===== src/rtl/tick_timer_sched_if.sv =====
// Configuration and event port bundle for tick_timer_sched.
// master: software/consumer side, slave: the timer block.
interface tick_timer_sched_if #(
    parameter int NCH   = 4,
    parameter int CNT_W = 16,
    parameter int CH_W  = 2
);
    logic             cfg_we;
    logic [CH_W-1:0]  cfg_ch;
    logic             cfg_start;
    logic             cfg_periodic;
    logic [CNT_W-1:0] cfg_period;
    logic             tick;
    logic [NCH-1:0]   busy;
    logic [NCH-1:0]   overrun;
    logic             evt_valid;
    logic [CH_W-1:0]  evt_ch;
    logic             evt_ready;

    modport master (
        output cfg_we, cfg_ch, cfg_start, cfg_periodic, cfg_period, evt_ready,
        input  tick, busy, overrun, evt_valid, evt_ch
    );

    modport slave (
        input  cfg_we, cfg_ch, cfg_start, cfg_periodic, cfg_period, evt_ready,
        output tick, busy, overrun, evt_valid, evt_ch
    );
endinterface


===== src/rtl/tick_timer_sched.sv =====
// Shared tick prescaler feeding NCH one-shot/periodic timer channels whose
// expiry events are arbitrated round-robin onto one valid/ready port.
// Optional build macro SQUARE_OUT_EN adds sq_out, toggling on every tick.
//
// Channel states:
//   state | meaning
//   IDLE  | channel stopped, count frozen
//   RUN   | channel counts down one per tick, expires when count is 1
module tick_timer_sched #(
    parameter int TICK_DIV = 50000,
    parameter int NCH      = 4,
    parameter int CNT_W    = 16,
    parameter int CH_W     = 2
) (
    input  logic clk,
    input  logic rst_n,
`ifdef SQUARE_OUT_EN
    output logic sq_out,
`endif
    tick_timer_sched_if.slave bus
);

    localparam int PRE_W = (TICK_DIV > 1) ? $clog2(TICK_DIV) : 1;

    typedef enum logic {IDLE = 1'b0, RUN = 1'b1} ch_state_e;

    logic [PRE_W-1:0] pre_cnt_q, pre_cnt_d;
    logic             tick_q, tick_d;
    ch_state_e        state_q [NCH];
    ch_state_e        state_d [NCH];
    logic [CNT_W-1:0] cnt_q [NCH];
    logic [CNT_W-1:0] cnt_d [NCH];
    logic [CNT_W-1:0] period_q [NCH];
    logic [CNT_W-1:0] period_d [NCH];
    logic [NCH-1:0]   periodic_q, periodic_d;
    logic [NCH-1:0]   pend_q, pend_d;
    logic [NCH-1:0]   ovr_q, ovr_d;
    logic             evt_valid_q, evt_valid_d;
    logic [CH_W-1:0]  evt_ch_q, evt_ch_d;
    logic [CH_W-1:0]  rr_q, rr_d;
    logic             xfer;
    logic [NCH-1:0]   accept;
    logic [NCH-1:0]   cand;
    logic [NCH-1:0]   busy_w;

    // Prescaler wrap and registered tick strobe.
    always_comb begin
        tick_d    = (pre_cnt_q == PRE_W'(TICK_DIV - 1));
        pre_cnt_d = tick_d ? '0 : pre_cnt_q + 1'b1;
    end

    // Which channel (if any) hands its event to the consumer this cycle.
    always_comb begin
        xfer = evt_valid_q && bus.evt_ready;
        for (int i = 0; i < NCH; i++) begin
            accept[i] = xfer && (evt_ch_q == CH_W'(i));
        end
    end

    // Channel next state: a cfg write to a channel overrides its tick.
    always_comb begin
        logic cfg_hit;
        cfg_hit    = 1'b0;
        periodic_d = periodic_q;
        pend_d     = pend_q & ~accept;
        ovr_d      = ovr_q;
        for (int i = 0; i < NCH; i++) begin
            state_d[i]  = state_q[i];
            cnt_d[i]    = cnt_q[i];
            period_d[i] = period_q[i];
            cfg_hit     = bus.cfg_we && (bus.cfg_ch == CH_W'(i));
            if (cfg_hit && bus.cfg_start && (bus.cfg_period != '0)) begin
                state_d[i]    = RUN;
                cnt_d[i]      = bus.cfg_period;
                period_d[i]   = bus.cfg_period;
                periodic_d[i] = bus.cfg_periodic;
                ovr_d[i]      = 1'b0;
            end else if (cfg_hit && !bus.cfg_start) begin
                state_d[i] = IDLE;
                ovr_d[i]   = 1'b0;
            end else if (tick_q && (state_q[i] == RUN)) begin
                if (cnt_q[i] == CNT_W'(1)) begin
                    pend_d[i] = 1'b1;
                    // Events do not queue; a still-pending one is an overrun.
                    if (pend_q[i] && !accept[i]) begin
                        ovr_d[i] = 1'b1;
                    end
                    if (periodic_q[i]) begin
                        cnt_d[i] = period_q[i];
                    end else begin
                        state_d[i] = IDLE;
                    end
                end else begin
                    cnt_d[i] = cnt_q[i] - 1'b1;
                end
            end
        end
    end

    // Round-robin pick from the pointer upward; presented event held until taken.
    always_comb begin
        int idx;
        idx         = 0;
        rr_d        = rr_q;
        evt_valid_d = evt_valid_q;
        evt_ch_d    = evt_ch_q;
        cand        = pend_q & ~accept;
        if (xfer) begin
            rr_d = (evt_ch_q == CH_W'(NCH - 1)) ? '0 : evt_ch_q + 1'b1;
        end
        if (!evt_valid_q || xfer) begin
            evt_valid_d = 1'b0;
            for (int k = 0; k < NCH; k++) begin
                idx = (int'(rr_d) + k) % NCH;
                if (!evt_valid_d && cand[idx]) begin
                    evt_valid_d = 1'b1;
                    evt_ch_d    = CH_W'(idx);
                end
            end
        end
    end

    // State registers with synchronous active-low reset.
    always_ff @(posedge clk) begin
        if (!rst_n) begin
            pre_cnt_q   <= '0;
            tick_q      <= 1'b0;
            periodic_q  <= '0;
            pend_q      <= '0;
            ovr_q       <= '0;
            evt_valid_q <= 1'b0;
            evt_ch_q    <= '0;
            rr_q        <= '0;
            for (int i = 0; i < NCH; i++) begin
                state_q[i]  <= IDLE;
                cnt_q[i]    <= '0;
                period_q[i] <= '0;
            end
        end else begin
            pre_cnt_q   <= pre_cnt_d;
            tick_q      <= tick_d;
            periodic_q  <= periodic_d;
            pend_q      <= pend_d;
            ovr_q       <= ovr_d;
            evt_valid_q <= evt_valid_d;
            evt_ch_q    <= evt_ch_d;
            rr_q        <= rr_d;
            for (int i = 0; i < NCH; i++) begin
                state_q[i]  <= state_d[i];
                cnt_q[i]    <= cnt_d[i];
                period_q[i] <= period_d[i];
            end
        end
    end

`ifdef SQUARE_OUT_EN
    logic sq_q;

    // Square wave: one half-period per tick.
    always_ff @(posedge clk) begin
        if (!rst_n) begin
            sq_q <= 1'b0;
        end else if (tick_q) begin
            sq_q <= ~sq_q;
        end
    end

    assign sq_out = sq_q;
`endif

    // Busy flags decoded from channel states.
    always_comb begin
        for (int i = 0; i < NCH; i++) begin
            busy_w[i] = (state_q[i] == RUN);
        end
    end

    assign bus.tick      = tick_q;
    assign bus.busy      = busy_w;
    assign bus.overrun   = ovr_q;
    assign bus.evt_valid = evt_valid_q;
    assign bus.evt_ch    = evt_ch_q;

endmodule


===== src/flat_wrapper.sv =====
// flat-port wrapper written by rule: the top's interface ports become plain ports
module tick_timer_sched_flat 
#(
    parameter int TICK_DIV = 50000,
    parameter int NCH      = 4,
    parameter int CNT_W    = 16,
    parameter int CH_W     = 2
)
  (clk, rst_n, bus_cfg_we, bus_cfg_ch, bus_cfg_start, bus_cfg_periodic, bus_cfg_period, bus_evt_ready, bus_tick, bus_busy, bus_overrun, bus_evt_valid, bus_evt_ch);
  tick_timer_sched_if #(.NCH(NCH), .CNT_W(CNT_W), .CH_W(CH_W)) bus_i ();
  input  logic clk;
  input  logic rst_n;
  input wire logic [$bits(bus_i.cfg_we)-1:0] bus_cfg_we;
  input wire logic [$bits(bus_i.cfg_ch)-1:0] bus_cfg_ch;
  input wire logic [$bits(bus_i.cfg_start)-1:0] bus_cfg_start;
  input wire logic [$bits(bus_i.cfg_periodic)-1:0] bus_cfg_periodic;
  input wire logic [$bits(bus_i.cfg_period)-1:0] bus_cfg_period;
  input wire logic [$bits(bus_i.evt_ready)-1:0] bus_evt_ready;
  output wire logic [$bits(bus_i.tick)-1:0] bus_tick;
  output wire logic [$bits(bus_i.busy)-1:0] bus_busy;
  output wire logic [$bits(bus_i.overrun)-1:0] bus_overrun;
  output wire logic [$bits(bus_i.evt_valid)-1:0] bus_evt_valid;
  output wire logic [$bits(bus_i.evt_ch)-1:0] bus_evt_ch;
  assign bus_i.cfg_we = bus_cfg_we;
  assign bus_i.cfg_ch = bus_cfg_ch;
  assign bus_i.cfg_start = bus_cfg_start;
  assign bus_i.cfg_periodic = bus_cfg_periodic;
  assign bus_i.cfg_period = bus_cfg_period;
  assign bus_i.evt_ready = bus_evt_ready;
  assign bus_tick = bus_i.tick;
  assign bus_busy = bus_i.busy;
  assign bus_overrun = bus_i.overrun;
  assign bus_evt_valid = bus_i.evt_valid;
  assign bus_evt_ch = bus_i.evt_ch;
  tick_timer_sched #(.TICK_DIV(TICK_DIV), .NCH(NCH), .CNT_W(CNT_W), .CH_W(CH_W)) u_core (.clk(clk), .rst_n(rst_n), .bus(bus_i));
endmodule

===== config.mk =====
export PLATFORM = sky130hd
export DESIGN_NAME = tick_timer_sched_flat
export DESIGN_NICKNAME = d
export VERILOG_FILES = /design/src/rtl/tick_timer_sched_if.sv /design/src/rtl/tick_timer_sched.sv /design/src/flat_wrapper.sv
export SDC_FILE = /design/constraint.sdc
export NUM_CORES = 1
export LEC_CHECK = 0
export ABC_AREA = 1
export ABC_CLOCK_PERIOD_IN_PS = 2250
export BUFFER_PORTS_ARGS = -buffer_cell sky130_fd_sc_hd__buf_2
export CAP_MARGIN = 20
export CORE_MARGIN = 4
export CORE_UTILIZATION = 50
export CTS_CLUSTER_SIZE = 25
export DETAILED_ROUTE_END_ITERATION = 16
export HOLD_SLACK_MARGIN = 0.05
export PLACE_DENSITY = 0.75
export SLEW_MARGIN = 0
export SYNTH_ARGS = -nofsm -noshare
export SYNTH_HDL_FRONTEND = slang
export SYNTH_SLANG_ARGS = --single-unit

===== constraint.sdc =====
create_clock -name clk -period 2.25 [get_ports clk]
set_input_delay 0.3375 -clock clk [delete_from_list [all_inputs] [get_ports clk]]
set_output_delay 0.3375 -clock clk [all_outputs]
set_load 0.005 [all_outputs]

After elaboration in Yosys (flattened, before gate mapping)
Memory sizes are Yosys's and may differ from the RTL's.
Cells that the tools add are included.
{"block": "totals", "word_cells": 216, "register_bits": 34, "ramBits": 132, "n_memories": 3, "out_inout_bits": 12, "inputBits": 24}
{"memory": "u_core.cnt_q", "words": 4, "word_bits": 16, "rd": 4, "rd_ports_with_merged_regs": 0, "wr": 4, "line": "tick_timer_sched.sv:31", "text": "logic [CNT_W-1:0] cnt_q [NCH];"}
{"memory": "u_core.period_q", "words": 4, "word_bits": 16, "rd": 4, "rd_ports_with_merged_regs": 0, "wr": 4, "line": "tick_timer_sched.sv:33", "text": "logic [CNT_W-1:0] period_q [NCH];"}
{"memory": "u_core.state_q", "words": 4, "word_bits": 1, "rd": 4, "rd_ports_with_merged_regs": 0, "wr": 4, "line": "tick_timer_sched.sv:29", "text": "ch_state_e state_q [NCH];"}
{"block": "op_classes", "mux": 98, "n_reduce_logical": 59, "bitwise": 18, "add_sub_neg": 9, "order_cmp": 4, "n_eq_ne": 11}
{"operator": "16-bit 2-to-1 mux", "n": 32}
{"operator": "16-bit by 1-bit equality test with 1-bit output (second input constant)", "n": 4}
{"operator": "16-bit by 1-bit subtractor with 16-bit output (second input constant)", "n": 4}
{"operator": "1-bit 2-to-1 mux", "n": 56}
{"operator": "1-bit logical AND", "n": 32}
{"operator": "16-bit by 1-bit adder with 16-bit output (second input constant)", "n": 1}
{"operator": "16-bit equality test (second input constant)", "n": 1}
{"operator": "16-bit nonzero test", "n": 1}
{"operator": "3-bit by 4-bit less-than comparator with 1-bit output (second input constant)", "n": 3}
{"operator": "2-bit 2-to-1 mux", "n": 6}
{"operator": "1-bit bitwise OR", "n": 12}
{"operator": "3-bit AND reduction", "n": 4}
{"operator": "3-bit OR reduction", "n": 4}
{"operator": "1-bit zero test", "n": 9}
{"operator": "1-bit binary-select mux with 2-bit select", "n": 4}
{"operator": "2-bit equality test (second input constant)", "n": 4}
{"operator": "2-bit OR reduction", "n": 4}
{"operator": "2-bit by 1-bit adder with 2-bit output (second input constant)", "n": 2}
{"operator": "2-bit adder (second input constant)", "n": 2}
{"operator": "4-bit bitwise AND", "n": 1}
{"operator": "2-bit by 1-bit equality test with 1-bit output (second input constant)", "n": 2}
{"operator": "2-bit zero test", "n": 2}
{"operator": "4-bit NOT", "n": 1}
{"operator": "4-bit nonzero test", "n": 1}
{"operator": "other kinds (5)", "n": 7}

Depth between registers and ports, before layout
{"block": "depth", "depth_word": 20, "ltp_mapped": 16, "ltp_nobuf": 16}

Least setup slack after synthesis
No wires, ideal clock.
{"block": "synth_timing", "kind": "register -> register", "from": "reg u_core.evt_ch_q[0] (netlist: u_core.bus.evt_ch[0])", "to": "reg u_core.evt_ch_q[1] (netlist: u_core.bus.evt_ch[1])", "setup_time_ns": 0.116, "n_path_buf": 1, "arrival_ns": 1.703, "slack_ns": 0.431, "period_less_slack_ns": 1.819, "stages_incl_launch_ff": 15, "required_time_ns": 2.134, "path_cell_list": "dfxtp_1 > ha_1 > nor2_1 > nand2_4 > nand2_4 > buf_8 > nand2_2 > nand2_2 > nand2_1 > nand2_2 > nand4_2 > nand2_2 > nand2_1 > nand2_1 > a21oi_2"}
{"block": "synth_via", "elab_chain_len": 20, "elab_cells_between_ends": 45, "cone_classes": "add/sub: 4; eq/ne: 3; mux: 23; bitwise: 2; reduce/logical: 13"}
{"item": "start, declared", "line": "tick_timer_sched.sv:39", "text": "logic [CH_W-1:0] evt_ch_q, evt_ch_d;"}
{"item": "start signal, assigned", "line": "tick_timer_sched.sv:146", "text": "evt_ch_q <= evt_ch_d;"}
{"item": "branches (longest 20 deep; another with 2-bit by 1-bit adder with 2-bit output)"}
Several ways; the timed one is not identified. The select of a mux whose other input is x is not followed.
A chain may end at the register's enable or synchronous reset.

Final worst setup path
{"block": "layout_timing", "from": "reg u_core.evt_ch_q[1] (netlist: u_core.bus.evt_ch[1])", "to": "reg u_core.evt_ch_q[0] (netlist: u_core.bus.evt_ch[0])"}
Same word-level chain as after synthesis.

==> metrics.csv <==
stage,metric,value,unit
timing,relSlewSlack,0.643,
timing,rsz0062_at_grt,no,
timing,fin_setup_tns,0,ns
min_path,min_path_type,in -> reg,
yosys,synth_area,0.00895,mm²
die,io-pin-count,36,
clock_network,cts_buffers,17,
route,drtIter0Drc,742,
yosys,avgSynthCellArea,6.64,µm²
placed_design,dp_cells,1602,
route,antenna_left,0,
finish,fin_area,0.0102,mm²
yosys,ys_async_sr_fraction,0,
die,chipHeight,142,µm
finish,fill_cells,1638,
yosys,yosysTopAreaCell,dfxtp_1,
placed_design,placed_area,0.00951,mm²
timing,hold_viol,0,
clock_network,clk_transition_reported_paths,0.07,ns
placed_design,place_ws,0.135,ns
grt,grt_overflow,0,
route,drtPass1Iterations,5,
yosys,yosys.area.top_type_share,0.371,
finish,layout_common_cells,"nand2_1, nor2_1, dfxtp_1",
clock_network,clk_latency,0.43,ns
clock_network,cts.sinks,166,
timing,layout_setup_ws,0.234,ns
die,die_area,0.0201,mm²
power_and_ir_drop,powerDensity,768,mW/mm²
clock_network,cts_tree,done,
clock_network,holdBufCountCts,0,
timing,fmax,496,MHz
yosys,ys_seq_elements,166,
job,maxCapViolCount,0,
finish,drive_gt1_frac,0.118,
power_and_ir_drop,leakage,4.45,nW
worst_setup_path,cp-start-kind,flip-flop,
clock_network,h-tree-depth,4,
timing,finalCritPeriodShare,0.896,
clock_network,cts_root_buffer,clkbuf_16,
route,avgViaCountPerCell,5.49,
run_status,status,finished clean,
finish,diodes,0,
yosys,netlist_instances,1347,
yosys,synth_flop_cell,dfxtp_1,
die,start_util,0.514,
grt,grt_max_degree,36,
placed_design,place_congestion,0.927,
worst_setup_path,crit_type,reg -> reg,
timing,fin_crit,2.02,ns
power_and_ir_drop,vdd_drop_max,0.000591,V
route,drt-total-wl,24.7,mm
timing,fin_skew,0.00956,ns
clock_network,cts_resized,0,
placed_design,dpl.hpwl,17.2,mm
grt,antenna_found_initial,0,
yosys,synth.area.top_cells,"dfxtp_1, nand2_1, nor2_1",
worst_setup_path,cp_data_arrival_time,2.34,ns
timing,final-setup-viol-count,0,
finish,layout.nets,1433,
yosys,synth_nets,1384,
route,drc,0,
grt,grt_pass1_wl,40.4,mm
finish,stdcell_count,1634,
yosys,ys_seq_area_frac,0.371,
timing,whs,0.266,ns
grt,grt_pass1_vias,8366,
worst_setup_path,critPathRequiredTime,2.58,ns
clock_network,cts_setup_buffers,0,
timing,tightest_slew,0.534,ns
worst_setup_path,worstSetupEndpointType,flip-flop,
route,wire_per_inst,15.1,µm
placed_design,io_buffers,35,
yosys,yosys_warnings,0,
yosys,synth-edff-count,0,
die,fp-row-count,48,
route,num_vias,8972,
yosys,synth.distinct_cells,50,
grt,track_usage,0.247,
clock_network,cts_buffer_depth,2,
worst_setup_path,critPathMaxFanout,7,
timing,slew_viol_final,0,
die,core-area,0.0174,mm²
finish,syn2layout_area_growth,13.4,%
die,die_x,142,µm
finish,final_common_cell,nand2_1,
through the flow:
step           power (mW)  utilization
2_1_floorplan        4.34            -
3_3_place_gp         4.67        0.546
3_5_place_dp         4.70        0.546
4_1_cts              7.81        0.582
5_1_grt              8.16        0.583
6_report             7.80        0.583
kinds of logic (layout without fill, tap and decap cells):
logic type,count (synthesis),count (layout),synth area share
buffers and inverters,163,225,0.0731
and+or+nand+nor,695,695,0.334
DFF,166,166,0.371
adders and majority gates,13,13,0.0182
AOI/OAI and AO/OA,275,275,0.170
xor gates and xnor gates,35,35,0.0343
routing by layer:
metal,share of wire,track usage,vias to the layer above
met4,0.038,0.115,0
met5,0,0,-
met3,0.069,0.0539,70
li1,-,-,4507
met1,0.44,0.324,4114
met2,0.45,0.388,281
layout make-up:
cell class              instances  area [µm²]  share of cell area
multi-input cells            1018        4990               0.491
repair buffers                 75         488              0.0481
well taps                     225         282              0.0277
inverters                     118         444              0.0437
clock buffers                  18         439              0.0433
clock inverters                14         186              0.0184
flip-flops and latches        166        3320               0.327
state kept, by name, summed over array words and instances (netlist names):
signal                cells
u_core.period_q          64
u_core.bus.overrun        4
u_core.bus.evt_valid      1
u_core.bus.tick           1
u_core.state_q            4
u_core.periodic_q         4
u_core.pre_cnt_q         16
u_core.cnt_q             64
u_core.bus.evt_ch         2
u_core.pend_q             4
u_core.rr_q               2
report_power, final:
| part | switching [mW] | total, mW | internal (mW) |
|---|---|---|---|
| logic | 1.00 | 1.56 | 0.560 |
| clock network | 1.30 | 3.11 | 1.81 |
| registers | 0.0943 | 3.13 | 3.04 |
| total | 2.40 | 7.80 | 5.40 |
worst paths after layout:
| kind | start | endpoint | slack, ns | cells after the start |
|---|---|---|---|---|
| max | u_core.bus.evt_ch[1]$_SDFFE_PN0P_ | u_core.bus.evt_ch[0]$_SDFFE_PN0P_ | 0.23 | 14 |
| min | bus_cfg_periodic | u_core.periodic_q[3]$_SDFFE_PN0P_ | 0.27 | 3 |
| max reg2reg | u_core.bus.evt_ch[1]$_SDFFE_PN0P_ | u_core.bus.evt_ch[0]$_SDFFE_PN0P_ | 0.23 | 14 |
| min reg2reg | u_core.pre_cnt_q[0]$_SDFF_PP0_ | u_core.pre_cnt_q[0]$_SDFF_PP0_ | 0.45 | 1 |
synthesized netlist by cell type, drive strengths merged (2+ instances only):
| cell | instances |
|---|---|
| a21oi | 110 |
| a22oi | 2 |
| a31oi | 32 |
| a32o | 2 |
| buf | 21 |
| clkbuf | 24 |
| clkinv | 2 |
| dfxtp | 166 |
| ha | 13 |
| inv | 116 |
| nand2 | 381 |
| nand3 | 76 |
| nand3b | 2 |
| nand4 | 13 |
| nor2 | 183 |
| nor3 | 25 |
| nor3b | 3 |
| nor4 | 4 |
| o211a | 3 |
| o211ai | 5 |
| o21a | 3 |
| o21ai | 105 |
| o22ai | 4 |
| o31ai | 5 |
| or2 | 5 |
| xnor2 | 12 |
| xor2 | 23 |
worst max-delay path: stages (launching register included):
cell     delay [ns]
dfxtp_1        0.40
inv_1          0.11
ha_1           0.29
inv_1          0.12
nand3_1        0.12
nand2_4        0.14
nand2_1        0.08
nand2_2        0.11
nand2_2        0.07
nand2_4        0.08
nand4_1        0.13
nand2_1        0.10
nand2_1        0.05
nor2_1         0.08
nor2_1         0.04
(Power assumes the default switching activity.)
